==> config.mk <==
export PLATFORM = sky130hd
export DESIGN_NAME = grant_resp_router
export DESIGN_NICKNAME = d
export VERILOG_FILES = /design/src/rtl/grant_resp_router.sv
export SDC_FILE = /design/constraint.sdc
export NUM_CORES = 1
export LEC_CHECK = 0
export ABC_AREA = 1
export CAP_MARGIN = 20
export CORE_ASPECT_RATIO = 1.75
export CORE_MARGIN = 2
export CORE_UTILIZATION = 24
export CTS_BUF_LIST = sky130_fd_sc_hd__clkbuf_4
export DETAILED_ROUTE_END_ITERATION = 12
export PLACE_DENSITY = 0.68
export SYNTH_ARGS = -nofsm -noshare
export SYNTH_HDL_FRONTEND = slang
export SYNTH_SLANG_ARGS = --single-unit
==> constraint.sdc <==
create_clock -name clk_i -period 2.45 [get_ports clk_i]
set_input_delay 0.49 -clock clk_i [delete_from_list [all_inputs] [get_ports clk_i]]
set_output_delay 0.49 -clock clk_i [all_outputs]
set_load 0.02 [all_outputs]
==> src/rtl/grant_resp_router.sv <==
// Routes in-order downstream responses back to the requester that was granted,
// by queueing granted requester indices and steering each response to the queue head.
module grant_resp_router #(
   parameter int WIDTH  = 8,
   parameter int DEPTH  = 4,
   parameter int DATA_W = 64
) (
   input  logic                       clk_i,
   input  logic                       rst_i,
   input  logic                       grant_valid_i,
   input  logic [$clog2(WIDTH)-1:0]   grant_idx_i,
   output logic                       issue_ready_o,
   input  logic                       resp_valid_i,
   input  logic [DATA_W-1:0]          resp_data_i,
   output logic                       resp_ready_o,
   output logic [WIDTH-1:0]           client_valid_o,
   output logic [DATA_W-1:0]          client_data_o,
   input  logic [WIDTH-1:0]           client_ready_i,
   output logic [$clog2(DEPTH):0]     outstanding_o,
   output logic                       error_o
);

   localparam int IDX_W = $clog2(WIDTH);
   localparam int PTR_W = $clog2(DEPTH);
   localparam int CNT_W = PTR_W + 1;

   logic [IDX_W-1:0] fifo_r [DEPTH];
   logic [PTR_W-1:0] wr_ptr_r;
   logic [PTR_W-1:0] rd_ptr_r;
   logic [CNT_W-1:0] count_r;
   logic             error_r;

   logic [IDX_W-1:0] head_s;
   logic             full_s;
   logic             empty_s;
   logic             push_s;
   logic             pop_s;
   logic             err_event_s;

   function automatic logic [WIDTH-1:0] onehot_f(input logic [IDX_W-1:0] idx);
      onehot_f = {{(WIDTH-1){1'b0}}, 1'b1} << idx;
   endfunction

   // Queue status, handshakes and routing derived from registered state and inputs.
   always_comb begin
      head_s         = fifo_r[rd_ptr_r];
      full_s         = (count_r == CNT_W'(DEPTH));
      empty_s        = (count_r == {CNT_W{1'b0}});
      issue_ready_o  = !full_s;
      resp_ready_o   = 1'b0;
      client_valid_o = {WIDTH{1'b0}};
      client_data_o  = resp_data_i;
      if (!empty_s) begin
         resp_ready_o = client_ready_i[head_s];
      end else begin
         resp_ready_o = 1'b0;
      end
      if (resp_valid_i && !empty_s) begin
         client_valid_o = onehot_f(head_s);
      end else begin
         client_valid_o = {WIDTH{1'b0}};
      end
      push_s      = grant_valid_i && !full_s;
      pop_s       = resp_valid_i && resp_ready_o;
      err_event_s = (grant_valid_i && full_s) || (resp_valid_i && empty_s);
   end

   // ID storage; entries are only meaningful between the pointers.
   always_ff @(posedge clk_i) begin
      if (rst_i) begin
         for (int i = 0; i < DEPTH; i++) begin
            fifo_r[i] <= {IDX_W{1'b0}};
         end
      end else if (push_s) begin
         fifo_r[wr_ptr_r] <= grant_idx_i;
      end
   end

   // Pointers wrap naturally because DEPTH is a power of two.
   always_ff @(posedge clk_i) begin
      if (rst_i) begin
         wr_ptr_r <= {PTR_W{1'b0}};
         rd_ptr_r <= {PTR_W{1'b0}};
      end else begin
         if (push_s) begin
            wr_ptr_r <= wr_ptr_r + PTR_W'(1);
         end
         if (pop_s) begin
            rd_ptr_r <= rd_ptr_r + PTR_W'(1);
         end
      end
   end

   // Occupancy counter; simultaneous push and pop leaves it unchanged.
   always_ff @(posedge clk_i) begin
      if (rst_i) begin
         count_r <= {CNT_W{1'b0}};
      end else begin
         case ({push_s, pop_s})
            2'b10:   count_r <= count_r + CNT_W'(1);
            2'b01:   count_r <= count_r - CNT_W'(1);
            default: count_r <= count_r;
         endcase
      end
   end

   // Sticky protocol-violation flag, cleared only by reset.
   always_ff @(posedge clk_i) begin
      if (rst_i) begin
         error_r <= 1'b0;
      end else if (err_event_s) begin
         error_r <= 1'b1;
      end
   end

   assign outstanding_o = count_r;
   assign error_o       = error_r;

endmodule

# ---- After elaboration in Yosys (flattened, before gate mapping)
# Memories as Yosys holds them, arrays and structs flattened. A register that Yosys moved wholly into a read port is not among the register bits.
# Cells that the tools add are included.
dict set report op_classes {
  add_sub_neg 4
  mul 0
  div 0
  n_lt_le_gt_ge 1
  eq_ne 3
  shifts 1
  muxes 15
  bitwise_logic 0
  reduce_logical 11
}
# cell n
set op_table {}
lappend op_table {{two-way mux 1 bit} 8}
lappend op_table {{two-way mux 8 bit} 1}
lappend op_table {{left shift 1 x 3 -> 8 bit, first input constant} 1}
lappend op_table {{two-way mux 2 bit} 3}
lappend op_table {{one-hot mux 3 bit (2 select lines)} 1}
lappend op_table {{logical AND 1 bit} 5}
lappend op_table {{adder 2 x 1 -> 2 bit, second input constant} 2}
lappend op_table {{< comparator 3 x 4 -> 1 bit, second input constant} 1}
lappend op_table {{adder 3 x 1 -> 3 bit, second input constant} 1}
lappend op_table {{binary-select mux 1 bit (select 3 bit)} 1}
lappend op_table {{equality test 3 bit, second input constant} 1}
lappend op_table {{zero test 3 bit} 1}
lappend op_table {{two-way mux 3 bit} 1}
lappend op_table {{OR reduction 3 bit} 1}
lappend op_table {{subtractor 3 x 1 -> 3 bit, second input constant} 1}
lappend op_table {{equality test 2 x 1 -> 1 bit, second input constant} 1}
lappend op_table {{equality test 2 bit, second input constant} 1}
lappend op_table {{zero test 1 bit} 2}
lappend op_table {{nonzero test 2 bit} 1}
lappend op_table {{logical OR 1 bit} 1}
dict set report word_totals {
  regBits 8
  latch_bits 0
  mem_bits_rw 12
  romBits 0
  elab_cells 40
  mem_count 1
}
# name depth width rd rd_ports_with_merged_regs wr line_no
set memory_table {}
lappend memory_table {fifo_r 4 3 1 1 4 27} ;# logic [IDX_W-1:0] fifo_r [DEPTH];

# ---- Logic depth before layout (Yosys ltp)
# Gate-level depths: netlist of the first run.
dict set report depth {
  ltp_word 8
  mapped_depth 18
  mapped_depth_nobuf 18
}

# ---- Worst setup path after synthesis of the first run
# No wires, ideal clock.
dict set report synth_timing {
  kind {flip-flop to flip-flop}
  startpoint {register with a tool-made name}
  endpoint {register count_r[2], in the netlist outstanding_o[2]}
  arrival_ns 2.098
  t_required_ns 2.328
  path_slack_ns 0.230
  path_stages_with_launch 18
  n_path_buf 0
  path_cell_list {dfxtp_1 inv_2 nand2_2 nand3_2 nand3b_1 nand2_1 nand2_1 nand2_1 nand2_2 nand3_4 inv_1 ha_1 inv_1 fa_1 a21oi_1 o21ai_0 o21ai_0 a21oi_1}
}
# item line_no
set synth_rtl {}
lappend synth_rtl {{end signal: assignment} 97} ;# count_r <= {CNT_W{1'b0}};
lappend synth_rtl {{end signal: assignment} 100} ;# 2'b10: count_r <= count_r + CNT_W'(1);
lappend synth_rtl {{end signal: assignment} 101} ;# 2'b01: count_r <= count_r - CNT_W'(1);
lappend synth_rtl {{end: declaration} 30} ;# logic [CNT_W-1:0] count_r;

# ---- Final worst setup path of the first run
dict set report layout_timing {
  startpoint {input port resp_valid_i}
  endpoint {output port client_valid_o[2]}
}
dict set report layout_between {
  elab_chain_cells 2
}
# item line_no
set layout_rtl {}
lappend layout_rtl {{start: declaration} 13} ;# input logic resp_valid_i,
lappend layout_rtl {{logical AND 1 bit} 58} ;# if (resp_valid_i && !empty_s) begin
lappend layout_rtl {{two-way mux 8 bit} 58}
lappend layout_rtl {{end: declaration} 16} ;# output logic [WIDTH-1:0] client_valid_o,
# Every way passes these cells.

==> summary.txt, run 1 <==
Outcome
  • Status: finished clean

Detailed routing
  • Drt wl/cell: 15.3 µm
  • Starting DRC count in detailed routing: 25
  • Final WL: 4300 µm
  • Drt drc: 0
  • Drt pass-1 iters: 4
  • DR vias/cell: around 4.3
  • Remaining antenna violation count after routing: 0
  • Total number of vias: ~1200

Pwr
  • VDD IR-drop max: approximately 0.53 mV
  • Leakage: 0.764 nW
  • Total power: between 0.001 and 0.0015 W
  • Power Density: 825 mW/mm²

CTS
  • Sink Count: 22
  • Clock latency on the worst-skew pair: between 300 and 400 ps
  • CTS tree: yes
  • Cts hold-fix bufs: 0
  • Clk buf depth: 2
  • Clock slew at reported path FFs: about 110 ps
  • Root buffer cell: clkbuf_4
  • Num CTS Buffers: 3
  • H-Tree Depth: 1

Setup path
  • R2R depth: 17
  • Worst-path maximum fanout: 4
  • R2R Setup Slk: between 150 and 200 ps
  • Data required time of the worst path: slightly below 2000 ps
  • CP Capture Type: output port
  • WP data arrival: around 1900 ps
  • Worst setup path class: input port to output port
  • Startpoint class of the critical path: input port
  • R2R Path End: outstanding_o[2]

Worst hold path
  • Hold Path Depth: 2
  • Worst hold endpoint: wr_ptr_r[1]
  • Hold Crit Class: flop to flop
  • Hold Startpoint: wr_ptr_r[1]

Global routing
  • GRT Overall Usage: between 10% and 20%
  • Initial antenna violation count: 0
  • First-pass GRT wire length: around 6000 µm
  • Vias in the first global route: roughly 1200
  • Largest net degree at the start of global routing: 13
  • GRT overflow: 0

Yosys
  • Net Count, Synth: ~300
  • Dominant cell type by area after synthesis: buf_4
  • Count of state elements after synthesis: 22
  • Most numerous cell in the Yosys netlist: buf_4
  • Synth area leaders: buf_4, edfxtp_1, dfxtp_1
  • Mapped Area: approximately 0.0017 mm²
  • Mean area per synthesized cell: around 7.6 µm²
  • Top FF cell, synth: edfxtp_1
  • Area share of the largest cell type after synthesis: 28.4%
  • Cell variety after synth: 22
  • YS warnings: 0
  • Commonest cells post-synth: buf_4, nand2_1, inv_1, nor2_1, edfxtp_1
  • Sequential area share after synthesis: between 30% and 40%
  • Post-synth ARST share: 0%
  • Post-Syn Instances: ~220
  • Post-synth EDFFs: 12

Cells and area
  • Fin nets: approximately 280
  • Share of layout cells above drive strength 1: 13.7%
  • Fin util: between 20% and 30%
  • Area Overhead vs Synth: -0.813%
  • # diodes: 0

Die
  • Starting utilization of the core area: roughly 25%
  • Die Ht: about 120 µm
  • Site Rows: 40
  • Total core area: between 0.006 and 0.007 mm²
  • Die width: about 67 µm
  • Ports: 157
  • DIE AREA: just under 0.008 mm²

Timing
  • Max-slew violation count: 0
  • Final setup violation count: 0
  • Final worst-path cycle share: 97.1%
  • RSZ-0062 raised after global routing: true
  • Setup ws final: approximately 70 ps
  • Minimum clock period after layout: between 2000 and 2500 ps
  • Count of final hold-check violations: 0
  • Max transition margin: roughly 61%
  • Final Skew: about 14 ps
  • Slew @ Worst Pin: around 570 ps
  • Fmax: roughly 420 MHz

Placed design
  • Port bufs: 28
  • Post-DP HPWL: between 3000 and 4000 µm
  • Place WS: -257 ps
  • GP Congestion: 0.788

Run
  • Max Cap Viol: 0
## power by group
part           switching (W)  internal [W]  leakage [nW]  total (W)
registers          0.0000502      0.000455         0.208   0.000506
logic               0.000428      0.000278         0.538   0.000706
clock network       0.000112     0.0000606        0.0181   0.000173
## cell type report
class,instances,area [µm²]
fillers,751,5180
multi-input cells,108,557
clock inverters,1,3.75
repair buffers,35,319
clock buffers,3,22.5
well taps,84,105
flip-flops and latches,22,564
inverters,28,108
## worst max-delay path by stage
| stage | startpoint | end | slack, ps | cells after the start |
|---|---|---|---|---|
| 2_1_floorplan | flop | outstanding_o[2] | 230 | 17 |
| 3_3_place_gp | client_ready_i[7] | resp_ready_o | -210 | 9 |
| 3_5_place_dp | resp_valid_i | outstanding_o[2] | -260 | 13 |
| 4_1_cts | flop | outstanding_o[2] | 8 | 18 |
| 5_1_grt | flop | outstanding_o[2] | -10 | 18 |
| 6_report | resp_valid_i | client_valid_o[2] | 70 | 6 |
## per-layer routing
| layer | vias to the layer above | global-route usage, % | share of wire (%) |
|---|---|---|---|
| met4 | 0 | 13.2 | 12 |
| met5 | - | 0 | 0 |
| li1 | 575 | - | - |
| met2 | 47 | 17.6 | 46 |
| met3 | 43 | 6.95 | 18 |
| met1 | 539 | 7.18 | 25 |
## cell families (layout without fill, tap and decap cells)
group,Yosys count,after routing,share of synthesized area [%]
and+or+nand+nor,89,89,24.7
buffers and inverters,92,67,34.6
xor gates and xnor gates,1,1,0.517
AOI/OAI and AO/OA,16,16,5.17
adders and majority gates,2,2,1.92
DFF,22,22,33.1
## registers in the layout, summed over array words and instances, names as in the netlist, named ones only
| signal | count |
|---|---|
| fifo_r | 12 |
| rd_ptr_r | 2 |
| wr_ptr_r | 2 |
| outstanding_o | 3 |
| error_o | 1 |
## worst max-delay path, cell delays in order
cell and delay [ps]:
clkdlybuf4s50_1 470, inv_1 40, nor2_1 210, nand2_1 180, nor2_1 150, dlygate4sd2_1 340
## per-stage QoR
step / hold WS [ps] / instance area [µm²] / TNS (ps) / cells
3_3_place_gp: 464 / 1650 / -1770 / 277
3_5_place_dp: 467 / 1650 / -1970 / 277
4_1_cts: 492 / 1670 / 0 / 281
2_1_floorplan: 454 / 1690 / 0 / 222
6_report: 495 / 1680 / 0 / 281
5_1_grt: 526 / 1680 / -12.1 / 281
## placed cells by master (no fill, tap or decap)
| master | instances |
|---|---|
| nand2_1 | 41 |
| inv_1 | 27 |
| nor2_1 | 23 |
| clkdlybuf4s50_1 | 19 |
| edfxtp_1 | 12 |
| dfxtp_1 | 9 |
| nand3_1 | 7 |
| dlygate4sd2_1 | 7 |
| buf_4 | 7 |
| nand2_2 | 6 |
| o21ai_0 | 6 |
| a21oi_1 | 6 |
| nor3_1 | 4 |
| nand3_4 | 3 |
| nand3b_1 | 3 |
| clkbuf_4 | 3 |
| o21ai_1 | 2 |
| inv_4 | 1 |
| nand2_4 | 1 |
| xor2_1 | 1 |
| nand4_1 | 1 |
| a21oi_2 | 1 |
| o21ai_2 | 1 |
| fa_2 | 1 |
| ha_1 | 1 |
| dfxtp_4 | 1 |
| inv_2 | 1 |
| clkdlybuf4s15_1 | 1 |
| buf_2 | 1 |
## repair_timing
action,4_1_cts,5_1_grt
buffers inserted,0,0
resized for setup,13,7
pin swaps,0,1
endpoints found under the setup margin,10,4
No activity file was read; power rests on OpenSTA's default activity.
==> inputs of run 2 (changes only) <==
- GPL_TIMING_DRIVEN: not set -> 0
==> summary.txt, run 2 (synthesis results as in run 1) <==
Cells and area
  • Share of layout cells above drive strength 1: about 28%
  • # diodes: 0
  • Fill count: 693
  • Register area: around 570 µm²
  • Area occupied by multi-input gates: around 570 µm²
  • Fin nets: 402
  • Most common cell after layout, fill and taps aside: clkdlybuf4s50_1
  • Max FFs per register: 12
  • Finished Layout Cells: 404
  • Area Overhead vs Synth: 64.0%
  • Top reg by flops: fifo_r
  • Most frequent cells in the layout: clkdlybuf4s50_1, buf_4, nand2_1

Global routing
  • Vias in the first global route: ~1500
  • GRT overflow: 0
  • First-pass GRT wire length: approximately 7000 µm
  • Met1 usage: between 10% and 20%
  • Largest net degree at the start of global routing: 13
  • GRT Overall Usage: between 10% and 20%
  • Met3 Use GR: between 3 and 4%
  • Met2 Usage GRT: 24.4%
  • Layer with the highest usage: met2
  • Initial antenna violation count: 0

Setup path
  • CP top delay family: simple AND/OR/NAND/NOR gates
  • Worst-path maximum fanout: 7
  • R2R Path End: outstanding_o[2]
  • R2R Setup Slk: between 100 and 150 ps
  • Critical path's most frequent cell: nand2_1
  • Worst path depth: 17
  • WP buf/inv: 2
  • CP max stage delay: between 400 and 500 ps
  • CP cell instances: nand2_1 > nand3_4 > nand2_4 > nand2_1 > nand2_1 > nand2_1 > nand2_1 > nand2_2 > nand3_4 > inv_1 > ha_2 > inv_2 > fa_2 > a21oi_1 > o21ai_1 > o21ai_1 > a21oi_1
  • Crit-path slowest cell: dfxtp_4
  • Startpoint class of the critical path: flop
  • Worst setup path class: flop to flop
  • WP data arrival: about 2500 ps
  • R2R depth: 17
  • CP Capture Type: flop
  • Data required time of the worst path: roughly 2700 ps
  • Worst setup path endpoint: outstanding_o[2]

Timing
  • Count of final hold-check violations: 0
  • Min Hold Slack: about 490 ps
  • Max-slew violation count: 0
  • RSZ-0062 raised after global routing: true
  • Minimum clock period after layout: approximately 2300 ps
  • Setup ws final: approximately 130 ps
  • Final Skew: ~4.4 ps
  • Max transition margin: 64.5%
  • Final worst-path cycle share: between 90% and 100%
  • Slew @ Worst Pin: between 500 and 600 ps
  • Final setup violation count: 0
  • Fmax: about 430 MHz
  • Setup_tns: 0 ps

Placed design
  • GP Congestion: 0.807
  • Place WS: -342 ps
  • DP Cell Count: around 400
  • Post-DP HPWL: ~4500 µm
  • Port bufs: 92

Die
  • Die width: 67.5 µm
  • Die Ht: ~120 µm
  • Ports: 157
  • DIE AREA: ~0.008 mm²
  • Site Rows: 40
  • Total core area: 0.00686 mm²
  • Starting utilization of the core area: ~25%

CTS
  • Clock latency on the worst-skew pair: approximately 300 ps
  • H-Tree Depth: 1
  • Cts hold-fix bufs: 0
  • Clock slew at reported path FFs: 110 ps
  • Num CTS Buffers: 3
  • Sink Count: 22
  • Clk buf depth: 2
  • Root buffer cell: clkbuf_4
  • CTS tree: yes

Pwr
  • Power Density: around 580 mW/mm²
  • Switching share of total power: around 42%
  • Clock network fraction of design power: a little over a tenth
  • Flop pwr share: 31.5%
  • Comb pwr share: between 50 and 60%
  • Internal: 0.000935 W
  • Leakage: 1.30 nW
  • Net Switching: 0.000680 W
  • VDD IR-drop max: about 0.6 mV

Detailed routing
  • Drt drc: 0
  • Final WL: between 4000 and 5000 µm
  • Total number of vias: 1633
  • Drt pass-1 iters: 4
  • Starting DRC count in detailed routing: 55
  • DR vias/cell: 4.04
  • Drt wl/cell: 12.3 µm
  • Remaining antenna violation count after routing: 0

Run
  • Max Cap Viol: 0

Worst hold path
  • Hold Startpoint: rd_ptr_r[1]
  • Hold Crit Class: flop to flop

Outcome
  • Status: finished clean
run 2: stage by stage:
step / utilization [%] / power [W] / instance area (µm²)
after CTS: 40.2 / 0.00160 / 2750
final: 40.5 / 0.00162 / 2780
after global placement: 39.7 / 0.00141 / 2720
after global routing: 40.5 / 0.00174 / 2780
after floorplan: - / 0.00109 / 1690
after detailed placement: 39.7 / 0.00143 / 2720
run 2: final cells by class:
class / count / area share [%]
plain buffers: 64 / 17.3
clock buffers: 4 / 1.08
inverters: 28 / 3.88
multi-input cells: 108 / 20.4
flip-flops and latches: 22 / 20.4
well taps: 84 / 3.79
repair buffers: 94 / 33.2
run 2: worst min path at each step:
stage                        endpoint  depth (start not counted)
after floorplan           wr_ptr_r[1]                          2
after global placement        error_o                          2
after detailed placement  wr_ptr_r[1]                          2
after CTS                 wr_ptr_r[1]                          2
after global routing             flop                          2
final                            flop                          2
run 2: worst min-delay path: stages (launching register included):
cell and delay (ps):
dfxtp_1 340, nand2_2 70, a21oi_2 50
run 2: what timing repair did:
| item | CTS | global route |
|---|---|---|
| endpoints found under the setup margin | 10 | 8 |
| resized for setup | 13 | 11 |
| buffers inserted | 1 | 1 |
| pin swaps | 1 | 2 |
run 2: layer usage:
| metal | share of wire [%] | routed length (µm) |
|---|---|---|
| met3 | 13 | 665 |
| met4 | 0.68 | 34 |
| met5 | 0 | 0 |
| met2 | 56 | 2770 |
| met1 | 30 | 1490 |
run 2: power groups by stage:
| stage | clock network, W | logic [W] | registers, W |
|---|---|---|---|
| after floorplan | 0 | 0.000560 | 0.000529 |
| after global routing | 0.000192 | 0.00103 | 0.000514 |
| after detailed placement | 0 | 0.000920 | 0.000510 |
| final | 0.000176 | 0.000930 | 0.000509 |
| after global placement | 0 | 0.000904 | 0.000510 |
| after CTS | 0.000173 | 0.000917 | 0.000509 |
